[src/rtl/sprite_row_reader_if.sv]
// Signal bundle between the sprite row reader, the sprite block memory and the
// VGA pixel timing logic. The reader is the master: it drives the memory address
// and the pixel stream.
interface sprite_row_reader_if #(
    parameter int WORD_SIZE  = 32,
    parameter int ADDR_BITS  = 4,
    parameter int PIXEL_BITS = 2
);
    logic                  start;
    logic [ADDR_BITS-1:0]  row;
    logic                  flip;
    logic [ADDR_BITS-1:0]  mem_addr;
    logic [WORD_SIZE-1:0]  mem_data;
    logic                  pix_en;
    logic [PIXEL_BITS-1:0] pix;
    logic                  pix_valid;
    logic                  busy;
    logic                  done;

    modport master (
        input  start, row, flip, mem_data, pix_en,
        output mem_addr, pix, pix_valid, busy, done
    );

    modport slave (
        output start, row, flip, mem_data, pix_en,
        input  mem_addr, pix, pix_valid, busy, done
    );
endinterface

[src/rtl/sprite_row_reader.sv]
// Fetches one sprite row word from the sprite block memory and serializes it into
// palette-index pixels, one per pixel strobe, optionally mirrored.
module sprite_row_reader #(
    parameter int WORD_SIZE  = 32,
    parameter int ADDR_BITS  = 4,
    parameter int PIXEL_BITS = 2
) (
    input  logic                  clk,
    input  logic                  reset,
    sprite_row_reader_if.master   bus,
    output logic [1:0]            dbg_state_o
);
    localparam int PIX_PER_WORD = WORD_SIZE / PIXEL_BITS;
    localparam int CNT_W        = (PIX_PER_WORD > 1) ? $clog2(PIX_PER_WORD) : 1;
    localparam logic [CNT_W-1:0] LAST_PIX = CNT_W'(PIX_PER_WORD - 1);

    typedef enum logic [1:0] {
        IDLE  = 2'd0,
        REQ   = 2'd1,
        LOAD  = 2'd2,
        SHIFT = 2'd3
    } state_e;

    state_e                state_q, state_d;
    logic [ADDR_BITS-1:0]  addr_q, addr_d;
    logic [WORD_SIZE-1:0]  shreg_q, shreg_d;
    logic [CNT_W-1:0]      cnt_q, cnt_d;
    logic                  flip_q, flip_d;
    logic [PIXEL_BITS-1:0] pix_q, pix_d;
    logic                  pix_valid_q, pix_valid_d;
    logic                  busy_q, busy_d;
    logic                  done_q, done_d;

    always_ff @(posedge clk) begin
        if (reset) begin
            state_q     <= IDLE;
            addr_q      <= '0;
            shreg_q     <= '0;
            cnt_q       <= '0;
            flip_q      <= 1'b0;
            pix_q       <= '0;
            pix_valid_q <= 1'b0;
            busy_q      <= 1'b0;
            done_q      <= 1'b0;
        end else begin
            state_q     <= state_d;
            addr_q      <= addr_d;
            shreg_q     <= shreg_d;
            cnt_q       <= cnt_d;
            flip_q      <= flip_d;
            pix_q       <= pix_d;
            pix_valid_q <= pix_valid_d;
            busy_q      <= busy_d;
            done_q      <= done_d;
        end
    end

    // Outputs are computed from the next state so that every output is a flop.
    always_comb begin
        state_d     = state_q;
        addr_d      = addr_q;
        shreg_d     = shreg_q;
        cnt_d       = cnt_q;
        flip_d      = flip_q;
        done_d      = 1'b0;
        pix_valid_d = 1'b0;
        pix_d       = '0;
        busy_d      = 1'b0;

        case (state_q)
            IDLE: begin
                if (bus.start) begin
                    addr_d  = bus.row;
                    flip_d  = bus.flip;
                    state_d = REQ;
                end
            end
            REQ: begin
                state_d = LOAD;
            end
            LOAD: begin
                shreg_d = bus.mem_data;
                cnt_d   = '0;
                state_d = SHIFT;
            end
            SHIFT: begin
                if (bus.pix_en) begin
                    if (cnt_q == LAST_PIX) begin
                        state_d = IDLE;
                        done_d  = 1'b1;
                    end else begin
                        shreg_d = flip_q ? (shreg_q << PIXEL_BITS) : (shreg_q >> PIXEL_BITS);
                        cnt_d   = cnt_q + CNT_W'(1);
                    end
                end
            end
            default: begin
                state_d = IDLE;
            end
        endcase

        busy_d      = (state_d != IDLE);
        pix_valid_d = (state_d == SHIFT);
        if (pix_valid_d) begin
            pix_d = flip_d ? shreg_d[WORD_SIZE-1 -: PIXEL_BITS] : shreg_d[PIXEL_BITS-1:0];
        end
    end

    assign bus.mem_addr  = addr_q;
    assign bus.pix       = pix_q;
    assign bus.pix_valid = pix_valid_q;
    assign bus.busy      = busy_q;
    assign bus.done      = done_q;
    assign dbg_state_o   = state_q;
endmodule

[src/flat_wrapper.sv]
// flat-port wrapper written by rule: the top's interface ports become plain ports
module sprite_row_reader_flat 
#(
    parameter int WORD_SIZE  = 32,
    parameter int ADDR_BITS  = 4,
    parameter int PIXEL_BITS = 2
)
  (clk, reset, dbg_state_o, bus_start, bus_row, bus_flip, bus_mem_data, bus_pix_en, bus_mem_addr, bus_pix, bus_pix_valid, bus_busy, bus_done);
  sprite_row_reader_if #(.WORD_SIZE(WORD_SIZE), .ADDR_BITS(ADDR_BITS), .PIXEL_BITS(PIXEL_BITS)) bus_i ();
  input  logic clk;
  input  logic reset;
  output logic [1:0] dbg_state_o;
  input wire logic [$bits(bus_i.start)-1:0] bus_start;
  input wire logic [$bits(bus_i.row)-1:0] bus_row;
  input wire logic [$bits(bus_i.flip)-1:0] bus_flip;
  input wire logic [$bits(bus_i.mem_data)-1:0] bus_mem_data;
  input wire logic [$bits(bus_i.pix_en)-1:0] bus_pix_en;
  output wire logic [$bits(bus_i.mem_addr)-1:0] bus_mem_addr;
  output wire logic [$bits(bus_i.pix)-1:0] bus_pix;
  output wire logic [$bits(bus_i.pix_valid)-1:0] bus_pix_valid;
  output wire logic [$bits(bus_i.busy)-1:0] bus_busy;
  output wire logic [$bits(bus_i.done)-1:0] bus_done;
  assign bus_i.start = bus_start;
  assign bus_i.row = bus_row;
  assign bus_i.flip = bus_flip;
  assign bus_i.mem_data = bus_mem_data;
  assign bus_i.pix_en = bus_pix_en;
  assign bus_mem_addr = bus_i.mem_addr;
  assign bus_pix = bus_i.pix;
  assign bus_pix_valid = bus_i.pix_valid;
  assign bus_busy = bus_i.busy;
  assign bus_done = bus_i.done;
  sprite_row_reader #(.WORD_SIZE(WORD_SIZE), .ADDR_BITS(ADDR_BITS), .PIXEL_BITS(PIXEL_BITS)) u_core (.clk(clk), .reset(reset), .bus(bus_i), .dbg_state_o(dbg_state_o));
endmodule
[config.mk]
export PLATFORM = sky130hd
export DESIGN_NAME = sprite_row_reader_flat
export DESIGN_NICKNAME = d
export VERILOG_FILES = /design/src/rtl/sprite_row_reader_if.sv /design/src/rtl/sprite_row_reader.sv /design/src/flat_wrapper.sv
export SDC_FILE = /design/constraint.sdc
export NUM_CORES = 1
export LEC_CHECK = 0
export BUFFER_PORTS_ARGS = -buffer_cell sky130_fd_sc_hd__clkbuf_2
export CAP_MARGIN = 40
export CORE_UTILIZATION = 58
export CTS_BUF_LIST = sky130_fd_sc_hd__clkbuf_16
export DETAILED_ROUTE_END_ITERATION = 6
export PLACE_DENSITY = 0.95
export SLEW_MARGIN = 20
export SYNTH_ARGS = -nofsm -noshare
export SYNTH_HDL_FRONTEND = slang
export SYNTH_SLANG_ARGS = --single-unit
[constraint.sdc]
create_clock -name clk -period 3.86 [get_ports clk]
set_clock_uncertainty 0.15 [all_clocks]
set_input_delay 0.193 -clock clk [delete_from_list [all_inputs] [get_ports clk]]
set_output_delay 0.193 -clock clk [all_outputs]
set_load 0.03 [all_outputs]
After elaboration in Yosys (flattened, before gate mapping). Cells that the tools add are included.

Add/subtract/negate cells: 1. Eq/ne operators: 7. Muxes and demuxes: 15. Bitwise gates (word level): 3. Reductions and logical operators: 7.

Operators by type and width (count): two-way mux 32 bit (3); case mux 32 bit (2 select lines) (1); two-way mux 2 bit (4); two-way mux 4 bit (2); case mux 2 bit (4 select lines) (1); case mux 4 bit (2 select lines) (1); equality test 2 bit (second input constant) (3); adder 4 x 1 -> 4 bit (second input constant) (1); equality test 4 bit (second input constant) (1); inequality test 2 bit (second input constant) (2); nonzero test 2 bit (2); two-way mux 1 bit (3); NOT 1 bit (3); AND reduction 3 bit (1); OR reduction 3 bit (1); equality test 2 x 1 -> 1 bit (second input constant) (1); zero test 2 bit (1); AND reduction 2 bit (1); OR reduction 2 bit (1).

Flip-flop bits (word level): 48. Input bits: 41. Output and inout bits: 11. Word-level logic and storage cells: 43.

Logic depth before layout (Yosys ltp).
Word-level depth: 7. Depth in mapped cells: 7. Mapped depth without buffers: 5.

Worst setup path after synthesis. No wires, ideal clock.

Kind: reg2reg. Start point: register u_core.state_q[1], in the netlist u_core.dbg_state_o[1]. End point: register u_core.shreg_q[10]. Arrival time: 1495 ps. Required time: 3578 ps. Path slack: 2083 ps. Cell stages (with the launch flop): 7. Path buffers: 3. Cells stage by stage: dfxtp_1 buf_4 nand3_1 buf_2 buf_4 a221oi_1 nor3_1.

Longest elaborated chain between the ends: 3. Elaborated cells between the ends (all ways): 7. Classes of those cells: 4 x eq/ne; 1 x mux; 2 x reduce/logical.

RTL lines: start, declared (line sprite_row_reader.sv:24) `state_e state_q, state_d;`; start signal, assigned (line sprite_row_reader.sv:46) `state_q <= state_d;`; equality test 2 bit (line sprite_row_reader.sv:70) `case (state_q)`; inequality test 2 bit (no line) / nonzero test 2 bit (equally long branches); AND reduction 3 bit (no line); end signal, assigned (line sprite_row_reader.sv:48) `shreg_q <= shreg_d;`; end, declared (line sprite_row_reader.sv:26) `logic [WORD_SIZE-1:0] shreg_q, shreg_d;`.

Several ways; a longest one is shown, not always the timed one. A chain may end at the register's enable or synchronous reset.

Final worst setup path.
Start point: register u_core.cnt_q[0]. End point: register u_core.shreg_q[29].

Longest elaborated chain between the ends: 3.

RTL lines: start, declared (line sprite_row_reader.sv:27) `logic [CNT_W-1:0] cnt_q, cnt_d;`; start signal, assigned (line sprite_row_reader.sv:49) `cnt_q <= cnt_d;`; equality test 4 bit (line sprite_row_reader.sv:88) `if (cnt_q == LAST_PIX) begin`; inequality test 2 bit (no line); AND reduction 3 bit (no line).

No other way between the ends.

==> out/results.tsv <==
metric	value	unit
DRT Pass-1 Iters	4	
Largest stage delay, worst path	0.42	ns
vias	2084	
Placer Congestion	0.9208	
RSZ-0062 raised after global routing	no	
root buffer cell	clkbuf_16	
# diodes	0	
post-synth cell types	38	
largest net degree at the start of global routing	45	
first-pass GRT wire length	9080	um
Setup violations, final	0	
internal power	0.8756	mW
Slew @ Worst Pin	0.7968	ns
Synth Flop Type	dfxtp_1	
full die area	4250	um2
critical-path cell list	ha_1, nand4_1, nand3_1, buf_8, a222oi_1, nor2_1	
Die W	65.19	um
most common cell after layout, fill and taps aside	clkbuf_2	
dpl hpwl	3540	um
row cnt	22	
wire per inst	16.47	um
Design Power	1.200	mW
VDD IR max	0.0003003	V
clk_lat worst skew	0.28	ns
Post-Route WL	5549	um
crit path DAT	2.28	ns
Final Max Tran Viols	0	
Hold Path Class	in -> reg	
port bufs	51	
Clock Power Share	32.6	%
crit path kind	reg -> reg	
pwr dens	436.5	nW/um2
asr flop ratio synth	0	%
number of CTS-inserted buffers	5	
Initial Utilization	61.86	%
Final ANT Viol Nets	0	
final critical-path required period	2.264	ns
vias per cell	6.184	
DRC	0	
initial antenna violation count	0	
1st-iter DRT viols	407	
Seq/Total Area, Yosys	41.49	%
Setup TNS	0	ns
Yosys warning total	0	
Sw Share	27.03	%
Post-synth EDFFs	0	
critical path's slowest cell	nand3_1	
Startpoint Class	register	
FILL cells	289	
CTS tree	built	
H-Tree Depth	2	
most frequent cells in the layout	clkbuf_2, dfxtp_1, nor2_1, mux2_2	
max_slew headroom	46.82	%
clock tree buffer depth	2	
Die Height	65.19	um
vias in the first global route	1976	
Worst-path clk slew	0.06	ns
register bit total from synthesis	48	
critical-path maximum fanout	18	
syn_nets	289	
Comb power frac	19.7	%
Critical Path RT	3.87	ns
Area Growth Syn to Fin	18.69	%
status	complete, no violations	
Static Leak	1.142	nW
sequential power share	47.7	%
Synth Instances	247	
layout cell share with drive strength beyond 1	33.56	%
syn avg cell area	9.376	um2
io pins	52	
Mapped Area	2316	um2
Final Cycle Share	58.65	%
GRT overflow	0	
Psw	0.3244	mW
core footprint	3744	um2
Sink Count	48	
Max Fclk	0.4417	GHz
Setup crit end kind	register	
final hold violation count	0	
final net count	333	
GR Util All Layers	27.94	%
Max Cap Viol	0	
## final timing paths
check	from	slack (ns)	cells past startpoint	end
setup / recovery	u_core.cnt_q[0]$_SDFFE_PP0P_	1.60	6	u_core.shreg_q[29]$_SDFFE_PP0P_
setup reg to reg	u_core.cnt_q[0]$_SDFFE_PP0P_	1.60	6	u_core.shreg_q[29]$_SDFFE_PP0P_
hold reg to reg	u_core.bus.mem_addr[0]$_SDFFE_PP0P_	0.34	2	u_core.bus.mem_addr[0]$_SDFFE_PP0P_
hold / removal	bus_row[3]	0.01	3	u_core.bus.mem_addr[3]$_SDFFE_PP0P_
## routing by layer
layer  vias to the layer above  wire (um)  GRT usage, %
li1                       1016          -             -
met1                       983       2325         35.18
met2                        75       2817         45.49
met3                        10        322         6.944
met4                         0         82         11.14
met5                         -          0             0
## metrics by stage
stage,worst slack [ns],util [%],instance area (um2),std cells,hold slack (ns)
detailed placement,1.608,68.55,2566,328,0.2906
finish,1.596,73.43,2749,337,0.01191
global placement,1.443,67.75,2536,326,0.2753
global route,1.403,73.43,2749,337,0.03772
floorplan,2.083,-,2316,247,0.1902
CTS,1.579,72.69,2721,336,0.01584
## registers in the layout, summed over array words and instances, names as in the netlist
register / count
u_core.bus.busy: 1
u_core.bus.done: 1
u_core.bus.mem_addr: 4
u_core.bus.pix: 2
u_core.bus.pix_valid: 1
u_core.cnt_q: 4
u_core.dbg_state_o: 2
u_core.flip_q: 1
u_core.shreg_q: 32
## timing repair
action                                 CTS  global route
setup endpoints to repair                0             0
hold buffers                             3             0
buffers inserted                         0             0
gates resized for setup                  0             0
endpoints found under the hold margin    3             0
## cell type report
type	instances	area [um2]	area share [%]
multi-input combinational	174	1234	44.88
sequential	48	960.9	34.96
timing repair buffer	59	357.8	13.02
clock buffer	5	125.1	4.552
tap	48	60.06	2.185
inverter	3	11.26	0.4096
## critical path, delay by kind of cell, from the launching register on
kind                     cells  cell delay, ns
AND/OR/NAND/NOR              3            0.72
AO/OA/AOI/OAI                1            0.37
flip-flops                   1            0.35
buffers and inverters        1            0.32
adder cells (fa/ha/maj)      1            0.24
## synth_stat cells, types with 2 or more instances
cell      count  area (um2)
a211o_1       2       17.52
a221oi_1     25       219.0
o22ai_1       3       18.77
and2_1        2       12.51
nand2_1       3       11.26
a222oi_1      5       50.05
dfxtp_1      48       960.9
nand3_1       3       15.01
nand4_1       3       18.77
o21ai_0       2       10.01
nor3_1       25       125.1
and3_1        3       18.77
nor2_1       41       153.9
nand2b_1      4       25.02
buf_4         2       15.01
mux2_2       27       304.0
inv_1         3       11.26
xor2_1        2       17.52
mux2i_1       5       50.05
a21oi_1       3       15.01
buf_2        10       50.05
a31oi_1       2       12.51
clkbuf_1      9       33.78
## cell families after synthesis
group / count (synthesis) / share of synthesized area (%)
AO/OA/AOI/OAI: 48 / 17.34
adder cells (fa/ha/maj): 1 / 0.5402
flip-flops: 48 / 41.49
multiplexers: 32 / 15.29
AND/OR/NAND/NOR: 91 / 19.34
XOR/XNOR: 2 / 0.7565
buffers and inverters: 25 / 5.240
## power groups by stage
stage / clock network [mW] / logic [mW] / registers, mW
floorplan: 0 / 0.163 / 0.583
global placement: 0 / 0.215 / 0.579
detailed placement: 0 / 0.227 / 0.582
CTS: 0.397 / 0.232 / 0.571
global route: 0.416 / 0.259 / 0.577
finish: 0.391 / 0.237 / 0.572
Power figures use the tool's default switching activity.
